## src/rtl/ram_arbiter2_pkg.sv

```systemverilog
// +----------------------------------------------------------------------------+
// | ram_arbiter2_pkg : shared widths and owner encoding for ram_arbiter2       |
// | Revision: 1.0                                                              |
// +----------------------------------------------------------------------------+
`default_nettype none

package ram_arbiter2_pkg;
  localparam int ADDR_W_DEF = 14;
  localparam int DATA_W_DEF = 16;

  // One-hot owner bits double as the port mask for the next arbitration.
  typedef enum logic [1:0] {
    OWN_NONE = 2'b00,
    OWN_P0   = 2'b01,
    OWN_P1   = 2'b10
  } owner_t;
endpackage

`default_nettype wire

```

## src/rtl/ram_arbiter2_if.sv

```systemverilog
// +----------------------------------------------------------------------------+
// | ram_arbiter2_if : two requester ports plus the shared memory bus           |
// | Revision: 1.0                                                              |
// +----------------------------------------------------------------------------+
`default_nettype none

interface ram_arbiter2_if
  import ram_arbiter2_pkg::*;
#(
  parameter int ADDR_W = ADDR_W_DEF,
  parameter int DATA_W = DATA_W_DEF
);
  logic              req0;
  logic              we0;
  logic [ADDR_W-1:0] addr0;
  logic [DATA_W-1:0] wdata0;
  logic              ack0;
  logic [DATA_W-1:0] rdata0;
  logic              rvalid0;

  logic              req1;
  logic              we1;
  logic [ADDR_W-1:0] addr1;
  logic [DATA_W-1:0] wdata1;
  logic              ack1;
  logic [DATA_W-1:0] rdata1;
  logic              rvalid1;

  logic [ADDR_W-1:0] mem_addr;
  logic              mem_load;
  logic [DATA_W-1:0] mem_in;
  logic [DATA_W-1:0] mem_out;

  // Requesters and the memory model.
  modport master (
    output req0, we0, addr0, wdata0,
    output req1, we1, addr1, wdata1,
    input  ack0, rdata0, rvalid0,
    input  ack1, rdata1, rvalid1,
    input  mem_addr, mem_load, mem_in,
    output mem_out
  );

  // The arbiter.
  modport slave (
    input  req0, we0, addr0, wdata0,
    input  req1, we1, addr1, wdata1,
    output ack0, rdata0, rvalid0,
    output ack1, rdata1, rvalid1,
    output mem_addr, mem_load, mem_in,
    input  mem_out
  );
endinterface

`default_nettype wire

```

## src/rtl/ram_arbiter2_rr_pick2.sv

```systemverilog
// +----------------------------------------------------------------------------+
// | ram_arbiter2_rr_pick2 : owner/prio registers with mask-and-pick logic      |
// | Revision: 1.0                                                              |
// +----------------------------------------------------------------------------+
`default_nettype none

module ram_arbiter2_rr_pick2
  import ram_arbiter2_pkg::*;
(
  input  wire logic       clk,
  input  wire logic       reset_n,
  input  wire logic [1:0] i_req,
  output owner_t          o_owner
);
  owner_t     r_owner;
  logic       r_prio;    // 0: port 0 wins a tie, 1: port 1 wins
  logic [1:0] w_mask;
  logic [1:0] w_elig;
  owner_t     w_next;

  always_comb begin
    w_mask = r_owner;
    w_elig = i_req & ~w_mask;
    w_next = OWN_NONE;
    case (w_elig)
      2'b01:   w_next = OWN_P0;
      2'b10:   w_next = OWN_P1;
      2'b11:   w_next = r_prio ? OWN_P1 : OWN_P0;
      default: w_next = OWN_NONE;
    endcase
  end

  always_ff @(posedge clk or negedge reset_n) begin
    if (!reset_n) begin
      r_owner <= OWN_NONE;
      r_prio  <= 1'b0;
    end else begin
      r_owner <= w_next;
      if (w_next == OWN_P0)
        r_prio <= 1'b1;
      else if (w_next == OWN_P1)
        r_prio <= 1'b0;
    end
  end

  assign o_owner = r_owner;
endmodule

`default_nettype wire

```

## src/rtl/ram_arbiter2.sv

```systemverilog
// +----------------------------------------------------------------------------+
// | ram_arbiter2 : round-robin sharing of one single-port RAM by two ports     |
// | Revision: 1.0                                                              |
// +----------------------------------------------------------------------------+
`default_nettype none

module ram_arbiter2
  import ram_arbiter2_pkg::*;
#(
  parameter int ADDR_W = ADDR_W_DEF,
  parameter int DATA_W = DATA_W_DEF
)(
  input wire logic      clk,
  input wire logic      reset_n,
  ram_arbiter2_if.slave bus
);
  owner_t            w_owner;
  logic [ADDR_W-1:0] w_addr;
  logic [DATA_W-1:0] w_din;
  logic              w_load;
  logic              w_rd0;
  logic              w_rd1;
  logic [DATA_W-1:0] r_rdata0;
  logic [DATA_W-1:0] r_rdata1;
  logic              r_rvalid0;
  logic              r_rvalid1;

  ram_arbiter2_rr_pick2 u_rr_pick2 (
    .clk     (clk),
    .reset_n (reset_n),
    .i_req   ({bus.req1, bus.req0}),
    .o_owner (w_owner)
  );

  // Bus is a pure decode of the owner register, so reset clears it at once.
  always_comb begin
    w_addr = '0;
    w_din  = '0;
    w_load = 1'b0;
    case (w_owner)
      OWN_P0: begin
        w_addr = bus.addr0;
        w_din  = bus.wdata0;
        w_load = bus.we0;
      end
      OWN_P1: begin
        w_addr = bus.addr1;
        w_din  = bus.wdata1;
        w_load = bus.we1;
      end
      default: ;
    endcase
  end

  assign w_rd0 = (w_owner == OWN_P0) && !bus.we0;
  assign w_rd1 = (w_owner == OWN_P1) && !bus.we1;

  always_ff @(posedge clk or negedge reset_n) begin
    if (!reset_n) begin
      r_rdata0  <= '0;
      r_rdata1  <= '0;
      r_rvalid0 <= 1'b0;
      r_rvalid1 <= 1'b0;
    end else begin
      r_rvalid0 <= w_rd0;
      r_rvalid1 <= w_rd1;
      if (w_rd0)
        r_rdata0 <= bus.mem_out;
      if (w_rd1)
        r_rdata1 <= bus.mem_out;
    end
  end

  assign bus.ack0     = (w_owner == OWN_P0);
  assign bus.ack1     = (w_owner == OWN_P1);
  assign bus.mem_addr = w_addr;
  assign bus.mem_in   = w_din;
  assign bus.mem_load = w_load;
  assign bus.rdata0   = r_rdata0;
  assign bus.rdata1   = r_rdata1;
  assign bus.rvalid0  = r_rvalid0;
  assign bus.rvalid1  = r_rvalid1;
endmodule

`default_nettype wire

```

## src/flat_wrapper.sv

```systemverilog
// flat-port wrapper written by rule: the top's interface ports become plain ports
module ram_arbiter2_flat import ram_arbiter2_pkg::*;
#(
  parameter int ADDR_W = ADDR_W_DEF,
  parameter int DATA_W = DATA_W_DEF
)
  (clk, reset_n, bus_req0, bus_we0, bus_addr0, bus_wdata0, bus_req1, bus_we1, bus_addr1, bus_wdata1, bus_ack0, bus_rdata0, bus_rvalid0, bus_ack1, bus_rdata1, bus_rvalid1, bus_mem_addr, bus_mem_load, bus_mem_in, bus_mem_out);
  ram_arbiter2_if #(.ADDR_W(ADDR_W), .DATA_W(DATA_W)) bus_i ();
  input wire logic clk;
  input wire logic reset_n;
  input wire logic [$bits(bus_i.req0)-1:0] bus_req0;
  input wire logic [$bits(bus_i.we0)-1:0] bus_we0;
  input wire logic [$bits(bus_i.addr0)-1:0] bus_addr0;
  input wire logic [$bits(bus_i.wdata0)-1:0] bus_wdata0;
  input wire logic [$bits(bus_i.req1)-1:0] bus_req1;
  input wire logic [$bits(bus_i.we1)-1:0] bus_we1;
  input wire logic [$bits(bus_i.addr1)-1:0] bus_addr1;
  input wire logic [$bits(bus_i.wdata1)-1:0] bus_wdata1;
  output wire logic [$bits(bus_i.ack0)-1:0] bus_ack0;
  output wire logic [$bits(bus_i.rdata0)-1:0] bus_rdata0;
  output wire logic [$bits(bus_i.rvalid0)-1:0] bus_rvalid0;
  output wire logic [$bits(bus_i.ack1)-1:0] bus_ack1;
  output wire logic [$bits(bus_i.rdata1)-1:0] bus_rdata1;
  output wire logic [$bits(bus_i.rvalid1)-1:0] bus_rvalid1;
  output wire logic [$bits(bus_i.mem_addr)-1:0] bus_mem_addr;
  output wire logic [$bits(bus_i.mem_load)-1:0] bus_mem_load;
  output wire logic [$bits(bus_i.mem_in)-1:0] bus_mem_in;
  input wire logic [$bits(bus_i.mem_out)-1:0] bus_mem_out;
  assign bus_i.req0 = bus_req0;
  assign bus_i.we0 = bus_we0;
  assign bus_i.addr0 = bus_addr0;
  assign bus_i.wdata0 = bus_wdata0;
  assign bus_i.req1 = bus_req1;
  assign bus_i.we1 = bus_we1;
  assign bus_i.addr1 = bus_addr1;
  assign bus_i.wdata1 = bus_wdata1;
  assign bus_ack0 = bus_i.ack0;
  assign bus_rdata0 = bus_i.rdata0;
  assign bus_rvalid0 = bus_i.rvalid0;
  assign bus_ack1 = bus_i.ack1;
  assign bus_rdata1 = bus_i.rdata1;
  assign bus_rvalid1 = bus_i.rvalid1;
  assign bus_mem_addr = bus_i.mem_addr;
  assign bus_mem_load = bus_i.mem_load;
  assign bus_mem_in = bus_i.mem_in;
  assign bus_i.mem_out = bus_mem_out;
  ram_arbiter2 #(.ADDR_W(ADDR_W), .DATA_W(DATA_W)) u_core (.clk(clk), .reset_n(reset_n), .bus(bus_i));
endmodule
```

## config.mk

```make
export PLATFORM = sky130hd
export DESIGN_NAME = ram_arbiter2_flat
export DESIGN_NICKNAME = d
export VERILOG_FILES = /design/src/rtl/ram_arbiter2_pkg.sv /design/src/rtl/ram_arbiter2_if.sv /design/src/rtl/ram_arbiter2_rr_pick2.sv /design/src/rtl/ram_arbiter2.sv /design/src/flat_wrapper.sv
export SDC_FILE = /design/constraint.sdc
export NUM_CORES = 1
export LEC_CHECK = 0
export CORE_AREA = 2 2 87 72
export DETAILED_ROUTE_END_ITERATION = 7
export DIE_AREA = 0 0 89 74
export PLACE_DENSITY = 0.9
export SYNTH_ARGS = -nofsm -noshare
export SYNTH_HDL_FRONTEND = slang
export SYNTH_HIERARCHICAL = 1
export SYNTH_SLANG_ARGS = --single-unit
```

## constraint.sdc

```tcl
create_clock -name clk -period 1.75 [get_ports clk]
set_input_delay 0.2625 -clock clk [delete_from_list [all_inputs] [get_ports clk]]
set_output_delay 0.2625 -clock clk [all_outputs]
set_load 0.1 [all_outputs]
```

==> flow_metrics.py, run 1 <==
metrics = {
    "placement": {
        "portBuffers": 148,
        "gp_congestion": 0.723,
        "hpwl_um": 6090,
        "post-place-cells": 388,
    },
    "clock_tree": {
        "cts.path.max_buffers": 2,
        "cts_made_buffers": 5,
        "cts_hold_buf": 0,
        "clk_latency_ns": 0.29,
        "clkSinkCount": 37,
        "cts_root_buf": "clkbuf_8",
        "htree_levels": 2,
        "path_clk_slew_ns": 0.08,
        "tritoncts": "built",
    },
    "timing": {
        "finalHoldViolCount": 0,
        "rsz0062_at_grt": "true",
        "tightest_slew_ns": 0.470,
        "fin_crit_ns": 1.90,
        "maxSlewViolCount": 0,
        "fin_ws_ns": -0.145,
        "finalClockSkew_ns": 0.0113,
        "post-route-period-util": 1.08,
        "clock.fmax_ghz": 0.528,
        "maxSlewHeadroom": 0.686,
        "setup_viol": 32,
    },
    "hold_path": {
        "hp-class": "in -> async",
    },
    "detailed_routing": {
        "drtAntennaViolNets": 0,
        "drt_pass1_iterations": 4,
        "drt_iter0_drc": 102,
        "vias": 2062,
        "viasPerCell": 5.10,
        "wl_per_cell_um": 22.6,
        "wl_um": 9140,
        "drc": 0,
    },
    "global_routing": {
        "grt_first_pass_wirelength_um": 12200,
        "grt_overflow": 0,
        "antenna_found_initial": 0,
        "grt_use_total": 0.250,
        "grt_max_degree": 38,
        "grt_pass1_vias": 2240,
    },
    "die": {
        "rows": 25,
        "fp.dieH_um": 74,
        "dieArea_um2": 6590,
        "core-area_um2": 5760,
        "die_width_um": 89,
        "initial_core_util": 0.319,
        "ios": 149,
    },
    "synthesis": {
        "synth_ff_type": "dfrtp_1",
        "yosysTopAreaCellShare": 0.504,
        "synthArstFlopShare": 1.00,
        "synth.most_common_cell": "dfrtp_1",
        "yosys.area.top_type": "dfrtp_1",
        "syn-cell-area_um2": 1840,
        "ys_types": 19,
        "syn_inst": 159,
        "synthTopCellsByArea": "dfrtp_1, mux2_2, a22oi_1",
        "yosysWarnings": 6,
        "synth_common_cells": "dfrtp_1, a22oi_1, nor2_1, mux2_2, mux2_1",
        "ys_seq_area_frac": 0.504,
        "synth_nets": 245,
        "synth_edf_count": 0,
        "avgSynthCellArea_um2": 11.6,
        "ys_ff_latch": 37,
    },
    "final_layout": {
        "layout-drive-gt1-share": 0.598,
        "n_antenna_cell": 0,
        "layout.cells.non_filler": 404,
        "utilization": 0.840,
        "area_growth_pct": 163,
        "nets": 408,
        "fillCellCount": 254,
    },
    "pwr": {
        "p_leak_uw": 0.00187,
        "swShare": 0.558,
        "clkPwrFrac": 0.063,
        "seqPwrFrac": 0.170,
        "p_switching_uw": 5520,
        "vdd_ir_drop_max_uv": 1830,
        "combinationalPowerShare": 0.768,
        "power.internal_uw": 4380,
        "p_per_area_nw_per_um2": 2050,
    },
    "worst_setup_path": {
        "path_class": "reg -> out",
        "required_ns": 1.49,
        "crit_arrival_ns": 1.63,
        "start_kind": "register",
        "end_kind": "output pin",
        "path_max_fanout": 10,
        "reg2reg_depth": 6,
    },
    "run_status": {
        "status": "complete, but fails checks",
        "violations": "setup timing",
    },
    "job": {
        "cap_viol_max_count": 0,
    },
}
-- cell families after synthesis --
family                   Yosys count  share of synthesized area
AO/OA/AOI/OAI                     34                      0.136
buffers and inverters             16                     0.0436
AND/OR/NAND/NOR                   35                     0.0851
multiplexers                      33                      0.204
flip-flops                        37                      0.504
adder cells (fa/ha/maj)            4                     0.0272
-- final timing paths --
kind	startpoint	endpoint	slack, ns
max in group asynchronous	reset_n	u_core/u_rr_pick2/o_owner[0]	1.37
min in group clk	u_core/u_rr_pick2/r_prio	u_core/u_rr_pick2/o_owner[0]	0.55
worst min register to register	u_core/u_rr_pick2/r_prio	u_core/u_rr_pick2/o_owner[0]	0.55
worst min-delay path	reset_n	u_core/bus.rdata1[13]	0.006
worst max-delay path	u_core/u_rr_pick2/o_owner[1]	bus_mem_addr[5]	-0.15
worst max register to register	u_core/u_rr_pick2/o_owner[1]	u_core/bus.rdata0[4]	0.05
-- area by class of cell --
| type | count | area, µm² | share of cell area |
|---|---|---|---|
| sequential | 37 | 928 | 0.192 |
| timing repair buffer | 169 | 2440 | 0.504 |
| inverter | 3 | 13.8 | 0.00285 |
| multi-input combinational | 106 | 1260 | 0.260 |
| clock inverter | 2 | 13.8 | 0.00285 |
| clock buffer | 6 | 82.6 | 0.0171 |
| tap | 81 | 101 | 0.0210 |
-- state kept, by name, indices dropped and copies added (netlist names) --
signal / count
u_core/bus.rvalid1: 1
u_core/bus.rdata1: 16
u_core/u_rr_pick2/o_owner: 2
u_core/u_rr_pick2/r_prio: 1
u_core/bus.rdata0: 16
u_core/bus.rvalid0: 1
-- critical path, stage by stage, from the launching register on --
cell and delay [ns]:
dfrtp_2 0.43, inv_2 0.06, ha_4 0.21, buf_12 0.16
a22oi_2 0.24, nor2_4 0.08, buf_12 0.17
-- routing by layer --
layer | share of wire | global-route usage | wire length, µm
met1 | 0.36 | 0.277 | 3280
met2 | 0.53 | 0.459 | 4810
met3 | 0.080 | 0.0777 | 728
met4 | 0.035 | 0.0779 | 320
met5 | 0 | 0 | 0
-- power by group through the flow --
stage	clock (µW)	sequential [µW]	combinational, µW
after floorplan	0	4150	1930
after global placement	0	1650	7190
after detailed placement	0	1690	7280
after CTS	643	1670	7520
after global routing	682	1730	7760
final	621	1680	7600
-- cell usage in the layout (no fill, tap or decap), types with 2 or more instances in the layout --
master           instances
nor2_4                  31
buf_4                   12
ha_4                     3
clkbuf_8                 6
clkdlybuf4s50_1         80
buf_12                  73
buf_16                   2
mux2_2                  23
mux2_1                   9
dfrtp_1                 35
a22oi_2                 31
dfrtp_2                  2
-- metrics by stage --
stage	worst slack (ns)	hold WS, ns	total power (µW)	area [µm²]	TNS [ns]
floorplan	-0.258	-0.0331	6080	2180	-7.18
CTS	-0.137	0.0174	9830	4790	-3.33
global placement	0.0803	0.327	8840	4480	0
detailed placement	0.0130	0.337	8970	4480	0
global route	-0.200	0.0424	10200	4840	-5.50
finish	-0.145	0.00562	9900	4840	-3.75
-- what timing repair did --
item / 4_1_cts / 5_1_grt
cloned: 2 / 1
buffers inserted: 3 / 2
pin swaps: 6 / 5
gates resized for setup: 33 / 1
setup endpoints to repair: 31 / 31
(Power assumes the default switching activity.)
==> inputs of run 2 (changes only) <==
--- a/config.mk
+++ b/config.mk
@@ -8,6 +8,7 @@
 export CORE_AREA = 2 2 87 72
 export DETAILED_ROUTE_END_ITERATION = 7
 export DIE_AREA = 0 0 89 74
+export HOLD_SLACK_MARGIN = 0.05
 export PLACE_DENSITY = 0.9
 export SYNTH_ARGS = -nofsm -noshare
 export SYNTH_HDL_FRONTEND = slang
==> run 2 against run 1 <==
  * The run still ends with setup timing left
  * Via count increased by 0.63%
  * Combinational power about the same
  * Core utilization increased by 0.17 points
  * Global-route usage about the same
  * Count of clock-buffer cells in the layout did not move
  * First-iteration DRC count fell by 8.8%
  * Largest power group unchanged
==> flow_metrics.py, run 2 (same netlist as run 1, synthesis figures left out) <==
metrics = {
    "run_status": {
        "status": "complete, but fails checks",
        "violations": "setup timing",
    },
    "placement": {
        "gp_congestion": 0.723,
        "portBuffers": 148,
        "post_dp_cell_area_um2": 4480,
        "hpwl_um": 6090,
    },
    "detailed_routing": {
        "drt_iter0_drc": 93,
        "top_layer_used": "met4",
        "wl_per_cell_um": 22.6,
        "wl_um": 9150,
        "wl_met2_um": 4840,
        "viasPerCell": 5.12,
        "drt_pass1_iterations": 4,
        "vias": 2075,
        "drt-met1-wl_um": 3270,
        "drtAntennaViolNets": 0,
        "drc": 0,
        "met3_length_um": 716,
    },
    "worst_setup_path": {
        "path_max_fanout": 10,
        "reg2reg_depth": 6,
        "required_ns": 1.49,
        "start_kind": "register",
        "end_kind": "output pin",
        "r2r_start": "u_core/u_rr_pick2/o_owner[1]",
        "crit_arrival_ns": 1.63,
        "path_class": "reg -> out",
        "r2r_slack_ns": 0.05,
        "worst_r2r_endpoint": "u_core/bus.rdata0[2]",
    },
    "hold_path": {
        "hp-class": "reg -> reg",
        "whs_endpoint": "u_core/u_rr_pick2/o_owner[0]",
        "min_path_cells": 1,
        "min_from": "u_core/u_rr_pick2/r_prio",
    },
    "clock_tree": {
        "cts.path.max_buffers": 2,
        "htree_levels": 2,
        "clk_latency_ns": 0.29,
        "clkSinkCount": 37,
        "cts_root_buf": "clkbuf_8",
        "cts_made_buffers": 5,
        "path_clk_slew_ns": 0.07,
        "tritoncts": "built",
    },
    "timing": {
        "setup_viol": 32,
        "holdWs_ns": 0.547,
        "fin_crit_ns": 1.89,
        "tightest_slew_ns": 0.466,
        "maxSlewViolCount": 0,
        "finalClockSkew_ns": 0.0114,
        "maxSlewHeadroom": 0.689,
        "clock.fmax_ghz": 0.528,
        "fin_ws_ns": -0.143,
        "post-route-period-util": 1.08,
        "rsz0062_at_grt": "true",
        "finalHoldViolCount": 0,
    },
    "pwr": {
        "p_per_area_nw_per_um2": 2040,
        "seqPwrFrac": 0.170,
        "combinationalPowerShare": 0.767,
        "clkPwrFrac": 0.063,
        "p_leak_uw": 0.00188,
        "swShare": 0.557,
        "p_switching_uw": 5520,
        "vdd_ir_drop_max_uv": 1830,
        "power.internal_uw": 4380,
    },
    "final_layout": {
        "n_antenna_cell": 0,
        "layout-drive-gt1-share": 0.596,
        "fin_area_um2": 4850,
        "layout.cells.most_common_list": "clkdlybuf4s50_1, buf_12, dfrtp_1",
        "area_growth_pct": 164,
        "final_common_cell": "clkdlybuf4s50_1",
        "nets": 409,
        "utilization": 0.842,
        "fillCellCount": 251,
    },
    "global_routing": {
        "grt_use_total": 0.250,
        "grt_overflow": 0,
        "grt_first_pass_wirelength_um": 12200,
        "grt_max_degree": 38,
        "grt_pass1_vias": 2256,
        "antenna_found_initial": 0,
    },
    "die": {
        "core-area_um2": 5760,
        "die_width_um": 89,
        "initial_core_util": 0.319,
        "ios": 149,
        "dieArea_um2": 6590,
        "fp.dieH_um": 74,
        "rows": 25,
    },
    "job": {
        "cap_viol_max_count": 0,
    },
}
[run 2: changes by cell type in the layout (fill, tap and decap cells not counted), sizes merged]
cell	before	now
dlygate4sd3	0	1
[run 2: critical path: stages, from the launching register on]
cell and delay [ns]:
dfrtp_2 0.46, inv_4 0.10, ha_4 0.20, buf_12 0.15, a22oi_2 0.10, nor2_4 0.14
buf_12 0.18
[run 2: metal layers]
layer	GRT usage	vias to the layer above
li1	-	891
met1	0.277	1041
met2	0.461	115
met3	0.0777	28
met4	0.0779	0
met5	0	-
[run 2: layout make-up]
cell class	instances	area (µm²)	area share
clock buffers	6	82.6	0.0170
clock inverters	2	13.8	0.00284
inverters	3	13.8	0.00284
multi-input cells	106	1260	0.260
flip-flops and latches	37	928	0.192
well taps	81	101	0.0209
repair buffers	170	2450	0.505
[run 2: power groups by stage]
stage / Sequential, µW / Clock, µW / Combinational, µW
2_1_floorplan: 4150 / 0 / 1930
3_3_place_gp: 1650 / 0 / 7190
3_5_place_dp: 1690 / 0 / 7280
4_1_cts: 1670 / 643 / 7520
5_1_grt: 1730 / 682 / 7760
6_report: 1680 / 623 / 7600
[run 2: worst max path at each step]
stage | from | end
after global placement | bus_req1 | u_core/u_rr_pick2/r_prio
final | u_core/u_rr_pick2/o_owner[0] | bus_mem_in[1]
after floorplan | u_core/u_rr_pick2/o_owner[0] | bus_mem_in[4]
after detailed placement | bus_req0 | u_core/u_rr_pick2/r_prio
after CTS | u_core/u_rr_pick2/o_owner[0] | bus_mem_in[1]
after global routing | u_core/u_rr_pick2/o_owner[1] | bus_mem_in[1]
[run 2: through the flow]
| step | total power [µW] | std cells | setup TNS (ns) | setup WS, ns |
|---|---|---|---|---|
| floorplan | 6080 | 159 | -7.18 | -0.258 |
| global placement | 8840 | 388 | 0 | 0.0803 |
| detailed placement | 8970 | 388 | 0 | 0.0130 |
| CTS | 9840 | 402 | -3.33 | -0.137 |
| global route | 10200 | 405 | -5.50 | -0.200 |
| finish | 9910 | 405 | -3.82 | -0.143 |
[run 2: what timing repair did]
action | 4_1_cts | 5_1_grt
endpoints found under the setup margin | 31 | 31
cloned | 2 | 1
setup buffers | 3 | 2
endpoints found under the hold margin | 37 | 0
pin swaps | 6 | 5
hold buffers | 1 | 0
gates resized for setup | 33 | 1
